<file path="config.mk">
export PLATFORM = sky130hd
export DESIGN_NAME = proc_debug_ctrl_flat
export DESIGN_NICKNAME = d
export VERILOG_FILES = /design/src/rtl/proc_debug_pkg.sv /design/src/rtl/proc_debug_ctrl_if.sv /design/src/rtl/proc_debug_tracebuf.sv /design/src/rtl/proc_debug_ctrl.sv /design/src/flat_wrapper.sv
export SDC_FILE = /design/constraint.sdc
export NUM_CORES = 2
export LEC_CHECK = 0
export CORE_MARGIN = 3
export CORE_UTILIZATION = 23
export CTS_BUF_LIST = sky130_fd_sc_hd__clkbuf_4 sky130_fd_sc_hd__clkbuf_8 sky130_fd_sc_hd__clkbuf_16
export CTS_CLUSTER_SIZE = 40
export DETAILED_ROUTE_END_ITERATION = 16
export GPL_TIMING_DRIVEN = 0
export PLACE_DENSITY = 0.4
export REMOVE_ABC_BUFFERS = 1
export SLEW_MARGIN = 10
export SYNTH_ARGS = -nofsm -noshare
export SYNTH_HDL_FRONTEND = slang
export SYNTH_SLANG_ARGS = --single-unit
</file>
<file path="constraint.sdc">
create_clock -name clk -period 13.85 [get_ports clk]
set_input_delay 2.77 -clock clk [delete_from_list [all_inputs] [get_ports clk]]
set_output_delay 2.77 -clock clk [all_outputs]
set_load 0.02 [all_outputs]
</file>
<file path="src/rtl/proc_debug_pkg.sv">
// rtl/proc_debug_pkg.sv - shared encodings and trace record layout for the debug controller
package proc_debug_pkg;

  localparam int TRACE_W = 103;
  localparam int CMD_W   = 2;

  typedef enum logic [CMD_W-1:0] {
    CMD_STEP  = 2'd0,
    CMD_RUN   = 2'd1,
    CMD_HALT  = 2'd2,
    CMD_CLEAR = 2'd3
  } cmd_e;

  typedef enum logic [2:0] {
    ST_IDLE      = 3'd0,
    ST_STEP_EXEC = 3'd1,
    ST_STEP_WAIT = 3'd2,
    ST_RUN       = 3'd3,
    ST_DONE      = 3'd4
  } state_e;

  // The named fields total 102 bits; the spare MSB keeps the record at TRACE_W and reads as 0.
  typedef struct packed {
    logic        rsvd;
    logic [31:0] addr;
    logic [31:0] inst;
    logic        wen;
    logic [4:0]  wreg;
    logic [31:0] wdata;
  } trace_entry_t;

endpackage

</file>
<file path="src/rtl/proc_debug_ctrl_if.sv">
// rtl/proc_debug_ctrl_if.sv - command, trace-capture and trace-readout signals of the debug controller
interface proc_debug_ctrl_if;
  import proc_debug_pkg::*;

  logic               cmd_val;
  logic [CMD_W-1:0]   cmd;
  logic               trace_val;
  logic [31:0]        trace_addr;
  logic [31:0]        trace_inst;
  logic               trace_wen;
  logic [4:0]         trace_wreg;
  logic [31:0]        trace_wdata;
  logic               rd_val;
  logic               rd_rdy;
  logic [TRACE_W-1:0] rd_data;

  modport master (
    output cmd_val, cmd, trace_val, trace_addr, trace_inst, trace_wen, trace_wreg, trace_wdata, rd_rdy,
    input  rd_val, rd_data
  );

  modport slave (
    input  cmd_val, cmd, trace_val, trace_addr, trace_inst, trace_wen, trace_wreg, trace_wdata, rd_rdy,
    output rd_val, rd_data
  );

endinterface

</file>
<file path="src/rtl/proc_debug_tracebuf.sv">
// rtl/proc_debug_tracebuf.sv - overwrite-oldest circular trace buffer with val/rdy readout
module proc_debug_tracebuf
  import proc_debug_pkg::*;
#(
  parameter int DEPTH = 16
) (
  input  logic               clk,
  input  logic               rst_n,
  input  logic               clear_i,
  input  logic               wr_val_i,
  input  logic [TRACE_W-1:0] wr_data_i,
  output logic               rd_val_o,
  input  logic               rd_rdy_i,
  output logic [TRACE_W-1:0] rd_data_o,
  output logic               overflow_o
);

  localparam int PTR_W = $clog2(DEPTH);

  logic [TRACE_W-1:0] mem_q [DEPTH];
  logic [PTR_W-1:0]   head_q, head_d, tail_q, tail_d;
  logic [PTR_W:0]     count_q, count_d;
  logic               ovf_q, ovf_d;
  logic               full, pop;

  assign full       = (count_q == (PTR_W+1)'(DEPTH));
  assign rd_val_o   = (count_q != '0);
  assign pop        = rd_val_o && rd_rdy_i;
  assign rd_data_o  = mem_q[head_q];
  assign overflow_o = ovf_q;

  always_comb begin
    head_d  = head_q;
    tail_d  = tail_q;
    count_d = count_q;
    ovf_d   = ovf_q;
    if (clear_i) begin
      head_d  = '0;
      tail_d  = '0;
      count_d = '0;
      ovf_d   = 1'b0;
    end else begin
      if (wr_val_i) tail_d = tail_q + PTR_W'(1);
      // A write into a full buffer without a pop drops the oldest entry.
      if (pop || (wr_val_i && full)) head_d = head_q + PTR_W'(1);
      if (wr_val_i && !pop) begin
        if (full) ovf_d = 1'b1;
        else      count_d = count_q + (PTR_W+1)'(1);
      end else if (!wr_val_i && pop) begin
        count_d = count_q - (PTR_W+1)'(1);
      end
    end
  end

  always_ff @(posedge clk or negedge rst_n) begin
    if (!rst_n) begin
      head_q  <= '0;
      tail_q  <= '0;
      count_q <= '0;
      ovf_q   <= 1'b0;
    end else begin
      head_q  <= head_d;
      tail_q  <= tail_d;
      count_q <= count_d;
      ovf_q   <= ovf_d;
    end
  end

  always_ff @(posedge clk) begin
    if (wr_val_i && !clear_i) mem_q[tail_q] <= wr_data_i;
  end

endmodule

</file>
<file path="src/rtl/proc_debug_ctrl.sv">
// rtl/proc_debug_ctrl.sv - run-control FSM, cycle budget and trace capture; PROC_DEBUG_BREAKPOINT_EN adds a PC breakpoint in RUN
module proc_debug_ctrl
  import proc_debug_pkg::*;
#(
  parameter int DEPTH      = 16,
  parameter int MAX_CYCLES = 500,
  parameter int CNT_W      = 32
) (
  input  logic             clk,
  input  logic             rst_n,
  proc_debug_ctrl_if.slave dbg,
`ifdef PROC_DEBUG_BREAKPOINT_EN
  input  logic             bp_val,
  input  logic [31:0]      bp_addr,
`endif
  input  logic             done_in,
  output logic             proc_en,
  output logic             overflow,
  output logic [2:0]       state,
  output logic [CNT_W-1:0] cycle_count,
  output logic [CNT_W-1:0] total_cycles
);

  localparam logic [CNT_W-1:0] CNT_MAX = '1;
  localparam logic [CNT_W-1:0] LIMIT   = CNT_W'(MAX_CYCLES);

  state_e           state_q, state_d;
  logic             proc_en_q, proc_en_d;
  logic [CNT_W-1:0] total_q, total_d, ccnt_q, ccnt_d;
  cmd_e             cmd_in;
  logic             is_step, is_run, is_halt, is_clear;
  logic             limit_hit, bp_hit;
  trace_entry_t     wr_entry;

  assign cmd_in   = cmd_e'(dbg.cmd);
  assign is_step  = dbg.cmd_val && (cmd_in == CMD_STEP);
  assign is_run   = dbg.cmd_val && (cmd_in == CMD_RUN);
  assign is_halt  = dbg.cmd_val && (cmd_in == CMD_HALT);
  assign is_clear = dbg.cmd_val && (cmd_in == CMD_CLEAR);

`ifdef PROC_DEBUG_BREAKPOINT_EN
  assign bp_hit = dbg.trace_val && bp_val && (dbg.trace_addr == bp_addr);
`else
  assign bp_hit = 1'b0;
`endif

  always_comb begin
    total_d = total_q;
    ccnt_d  = ccnt_q;
    if (is_clear) begin
      total_d = '0;
      ccnt_d  = '0;
    end else if (proc_en_q) begin
      if (total_q != CNT_MAX)             total_d = total_q + CNT_W'(1);
      if (!done_in && (ccnt_q != CNT_MAX)) ccnt_d  = ccnt_q + CNT_W'(1);
    end
  end

  assign limit_hit = proc_en_q && (total_d == LIMIT);

  // CLEAR beats the budget; the budget beats every other command and the breakpoint.
  always_comb begin
    state_d = state_q;
    if (is_clear) begin
      state_d = ST_IDLE;
    end else if (limit_hit) begin
      state_d = ST_DONE;
    end else begin
      case (state_q)
        ST_IDLE: begin
          if (is_step)     state_d = ST_STEP_EXEC;
          else if (is_run) state_d = ST_RUN;
        end
        ST_STEP_EXEC: state_d = ST_STEP_WAIT;
        ST_STEP_WAIT: begin
          if (is_step)      state_d = ST_STEP_EXEC;
          else if (is_run)  state_d = ST_RUN;
          else if (is_halt) state_d = ST_DONE;
        end
        ST_RUN: begin
          if (is_halt)                state_d = ST_DONE;
          else if (is_step || bp_hit) state_d = ST_STEP_WAIT;
        end
        ST_DONE: state_d = ST_DONE;
        default: state_d = ST_IDLE;
      endcase
    end
    proc_en_d = (state_d == ST_STEP_EXEC) || (state_d == ST_RUN);
  end

  always_ff @(posedge clk or negedge rst_n) begin
    if (!rst_n) begin
      state_q   <= ST_IDLE;
      proc_en_q <= 1'b0;
      total_q   <= '0;
      ccnt_q    <= '0;
    end else begin
      state_q   <= state_d;
      proc_en_q <= proc_en_d;
      total_q   <= total_d;
      ccnt_q    <= ccnt_d;
    end
  end

  assign wr_entry = {1'b0, dbg.trace_addr, dbg.trace_inst, dbg.trace_wen, dbg.trace_wreg, dbg.trace_wdata};

  proc_debug_tracebuf #(.DEPTH(DEPTH)) u_tracebuf (
    .clk        (clk),
    .rst_n      (rst_n),
    .clear_i    (is_clear),
    .wr_val_i   (proc_en_q && dbg.trace_val),
    .wr_data_i  (wr_entry),
    .rd_val_o   (dbg.rd_val),
    .rd_rdy_i   (dbg.rd_rdy),
    .rd_data_o  (dbg.rd_data),
    .overflow_o (overflow)
  );

  assign proc_en      = proc_en_q;
  assign state        = state_q;
  assign cycle_count  = ccnt_q;
  assign total_cycles = total_q;

endmodule

</file>
<file path="src/flat_wrapper.sv">
// flat-port wrapper written by rule: the top's interface ports become plain ports
module proc_debug_ctrl_flat import proc_debug_pkg::*;
#(
  parameter int DEPTH      = 16,
  parameter int MAX_CYCLES = 500,
  parameter int CNT_W      = 32
)
  (clk, rst_n, done_in, proc_en, overflow, state, cycle_count, total_cycles, dbg_cmd_val, dbg_cmd, dbg_trace_val, dbg_trace_addr, dbg_trace_inst, dbg_trace_wen, dbg_trace_wreg, dbg_trace_wdata, dbg_rd_rdy, dbg_rd_val, dbg_rd_data);
  proc_debug_ctrl_if dbg_i ();
  input  logic clk;
  input  logic rst_n;
  input  logic done_in;
  output logic proc_en;
  output logic overflow;
  output logic [2:0] state;
  output logic [CNT_W-1:0] cycle_count;
  output logic [CNT_W-1:0] total_cycles;
  input wire logic [$bits(dbg_i.cmd_val)-1:0] dbg_cmd_val;
  input wire logic [$bits(dbg_i.cmd)-1:0] dbg_cmd;
  input wire logic [$bits(dbg_i.trace_val)-1:0] dbg_trace_val;
  input wire logic [$bits(dbg_i.trace_addr)-1:0] dbg_trace_addr;
  input wire logic [$bits(dbg_i.trace_inst)-1:0] dbg_trace_inst;
  input wire logic [$bits(dbg_i.trace_wen)-1:0] dbg_trace_wen;
  input wire logic [$bits(dbg_i.trace_wreg)-1:0] dbg_trace_wreg;
  input wire logic [$bits(dbg_i.trace_wdata)-1:0] dbg_trace_wdata;
  input wire logic [$bits(dbg_i.rd_rdy)-1:0] dbg_rd_rdy;
  output wire logic [$bits(dbg_i.rd_val)-1:0] dbg_rd_val;
  output wire logic [$bits(dbg_i.rd_data)-1:0] dbg_rd_data;
  assign dbg_i.cmd_val = dbg_cmd_val;
  assign dbg_i.cmd = dbg_cmd;
  assign dbg_i.trace_val = dbg_trace_val;
  assign dbg_i.trace_addr = dbg_trace_addr;
  assign dbg_i.trace_inst = dbg_trace_inst;
  assign dbg_i.trace_wen = dbg_trace_wen;
  assign dbg_i.trace_wreg = dbg_trace_wreg;
  assign dbg_i.trace_wdata = dbg_trace_wdata;
  assign dbg_i.rd_rdy = dbg_rd_rdy;
  assign dbg_rd_val = dbg_i.rd_val;
  assign dbg_rd_data = dbg_i.rd_data;
  proc_debug_ctrl #(.DEPTH(DEPTH), .MAX_CYCLES(MAX_CYCLES), .CNT_W(CNT_W)) u_core (.clk(clk), .rst_n(rst_n), .dbg(dbg_i), .done_in(done_in), .proc_en(proc_en), .overflow(overflow), .state(state), .cycle_count(cycle_count), .total_cycles(total_cycles));
endmodule
</file>
==> flow_metrics.tcl <==
set metrics [dict create \
    track_usage 0.124 \
    firstDrtPassIters 5 \
    peakVddDrop_v 0.000101 \
    path_class "reg -> out" \
    io_buffers 281 \
    grt_pass1_vias 33900 \
    stdcell_count 7285 \
    timing.hold.ws_ps 520 \
    fin_nets 3497 \
    cts_tree "done" \
    setup_viol 0 \
    num-fill-cells 27400 \
    max_freq_ghz 0.134 \
    slew_headroom 0.476 \
    slew_violations 0 \
    area_delta_synth_final_pct 26.4 \
    final_hold_viol_count 0 \
    yosysUniqueCellTypes 63 \
    dr.first_iter.drc_count 2333 \
    route.vias.total 31200 \
    cts-resized-gates 0 \
    clock_skew_ps 93.2 \
    grt-ovfl-total 0 \
    die_area_mm2 0.293 \
    slowest_stage "dfrtp_4" \
    syn_area_per_cell_um2 23.4 \
    yosysWarningCount 0 \
    wirelength_mm 183 \
    period_share 0.538 \
    period_minus_slack_ps 7450 \
    fp.dieW_um 541 \
    dpl_cell_area_mm2 0.0767 \
    vias_per_cell 4.28 \
    gp_congestion 0.720 \
    cts-root-buf "clkbuf_16" \
    final_area_mm2 0.0833 \
    startpoint_type "register" \
    synth_edf_count 1632 \
    hp-class "reg -> reg" \
    drive_gt1_frac 0.303 \
    postCtsSetupBuffers 0 \
    power_density_mw_per_mm2 179 \
    postSynthCellCount 2816 \
    dp.cells 6915 \
    wl_per_cell_um 25.1 \
    status "finished, final reports clean" \
    clk_latency_ps 890 \
    final_util 0.293 \
    endpoint_kind "output port" \
    coreArea_mm2 0.284 \
    cpMostUsedCell "buf_16" \
    ys_ff_latch 1714 \
    chipHeight_um 541 \
    crit_arrival_ps 4680 \
    hold_buffers 0 \
    cap_violations 0 \
    clockBufferDepth 4 \
    async_flop_share 0.0478 \
    start_util 0.232 \
    clock_sinks 1714 \
    grt_setup_unrepaired "no" \
    route.detailed.drc 0 \
    grt_pass1_wl_mm 262 \
    ant_nets 0 \
    path_cells "buf_16 -> buf_16 -> buf_16 -> buf_16 -> buf_12 -> mux4_2 -> mux4_2 -> clkdlybuf4s50_1" \
    ys_seq_area_frac 0.775 \
    yosysTopAreaCell "edfxtp_1" \
    hpwl_mm 119 \
    totalPowerFinal_mw 14.9 \
    r2r_setup_slack_ps 10280 \
    path_clk_slew_ps 60 \
    grt_start_max_net_pins 51 \
    num_io_pins 283 \
    yosys-top-cells-area "edfxtp_1 (74%), mux4_2 (17%), dfrtp_1 (3.1%)" \
    crit_required_ps 11080 \
    worst_slew_pin_slew_ps 782 \
    leakagePower_nw 25.8 \
    htreeDepth 4 \
    path_max_fanout 33 \
    seqCellArea_mm2 0.0511 \
    multi_input_area_mm2 0.0143 \
    slowest_delay_ps 620 \
    rows 195 \
    antenna_found_initial 28 \
    synth_area_mm2 0.0659 \
    synthFlopType "edfxtp_1" \
    cts_made_buffers 201 \
    yosysTopAreaCellShare 0.744 \
]
-- cells in the final DEF, fill, tap and decap left out, types with 5 or more instances in the layout --
| cell | count |
|---|---|
| nand2_1 | 51 |
| inv_1 | 17 |
| and2_1 | 6 |
| edfxtp_1 | 1632 |
| clkbuf_16 | 202 |
| clkinv_2 | 31 |
| clkinv_1 | 51 |
| bufinv_16 | 16 |
| ha_1 | 11 |
| clkdlybuf4s50_1 | 280 |
| dfrtp_1 | 78 |
| o21ai_0 | 11 |
| nor3_1 | 13 |
| or3_1 | 9 |
| and3_1 | 11 |
| o21a_1 | 6 |
| mux4_2 | 510 |
| nand3_1 | 27 |
| or4_1 | 5 |
| xor2_1 | 28 |
| nand4_1 | 23 |
| diode_2 | 10 |
| xnor2_1 | 30 |
| buf_4 | 53 |
| buf_16 | 53 |
| a31oi_1 | 5 |
| clkinv_16 | 6 |
| clkinvlp_4 | 8 |
| nor4_1 | 16 |
| a21oi_1 | 18 |
| nand2b_1 | 5 |
| nor2_4 | 12 |
| buf_12 | 77 |
| and4_1 | 9 |
| clkbuf_4 | 41 |
| o31a_1 | 5 |
| nor2_1 | 76 |
| buf_6 | 30 |
-- final timing paths --
check,start,cells after the start,to
setup reg to reg,u_core.proc_en,10,u_core.u_tracebuf.mem_q[2][74]
hold / removal,u_core.u_tracebuf.overflow_o,2,u_core.u_tracebuf.overflow_o
min in group asynchronous,rst_n,1,u_core.state[1]
max in group asynchronous,rst_n,2,u_core.u_tracebuf.head_q[3]
hold reg to reg,u_core.u_tracebuf.overflow_o,2,u_core.u_tracebuf.overflow_o
setup / recovery,u_core.u_tracebuf.head_q[0],8,dbg_rd_data[26]
-- registers in the layout (all words and copies together) (netlist names) --
register / cells
u_core.u_tracebuf.overflow_o: 1
u_core.u_tracebuf.mem_q: 1632
u_core.proc_en: 1
u_core.state: 3
u_core.cycle_count: 32
u_core.u_tracebuf.count_q: 5
u_core.total_cycles: 32
u_core.u_tracebuf.head_q: 4
u_core.u_tracebuf.tail_q: 4
-- cell type report --
class                   instances  area share
diodes                         10    0.000301
clock buffers                 243      0.0644
clock inverters               117      0.0139
inverters                      18    0.000811
multi-input cells             946       0.172
flip-flops and latches       1714       0.613
well taps                    3743      0.0562
repair buffers                494      0.0787
-- where the power goes --
part / internal (mW) / switching, mW
registers: 5.76 / 0.0909
logic: 1.98 / 1.89
clock network: 3.06 / 2.16
total: 10.8 / 4.14
-- metal layers --
metal | up-vias | global-route usage | wire [µm]
met2 | 751 | 0.192 | 83900
met3 | 280 | 0.0328 | 11400
met5 | - | 0 | 118
met4 | 18 | 0.0314 | 4210
li1 | 13200 | - | -
met1 | 17000 | 0.172 | 83500
-- logic make-up (layout without fill, tap and decap cells) --
kind of cell,count (synthesis),count (layout),share of synthesized area
compound gates,75,75,0.00779
xor+xnor,58,58,0.00771
fa+ha+maj,12,12,0.00239
buf+inv,156,872,0.00910
flops,1714,1714,0.775
mux,513,513,0.175
other cells,1,11,0.0000569
simple gates,287,287,0.0231
-- cell usage after synthesis (5+ instances only) --
library cell,n
nand2_1,51
nand2b_1,5
edfxtp_1,1632
xnor2_1,30
and2_1,6
o31a_1,5
clkbuf_1,86
or4_1,5
a21oi_1,18
and3_1,12
and4_1,9
xor2_1,28
mux4_2,510
o21a_1,6
inv_1,17
nor2_1,88
buf_2,5
or3_1,9
dfrtp_1,82
nor4_1,16
nand3_1,27
ha_1,11
o21ai_0,11
a31oi_1,5
buf_1,45
nor3_1,17
nand4_1,23
-- critical path: cells and delay by family, from the launching register on --
kind | cells | cell delay (ps)
buffers and inverters | 6 | 2060
DFF | 1 | 620
muxes | 2 | 1060
-- through the flow --
step           setup TNS, ps  setup WS [ps]
6_report                   0           6400
5_1_grt                    0           6100
4_1_cts                    0           6180
3_5_place_dp               0           7120
3_3_place_gp               -         -16490
2_1_floorplan        -582440          -5620
Power figures use the tool's default switching activity.
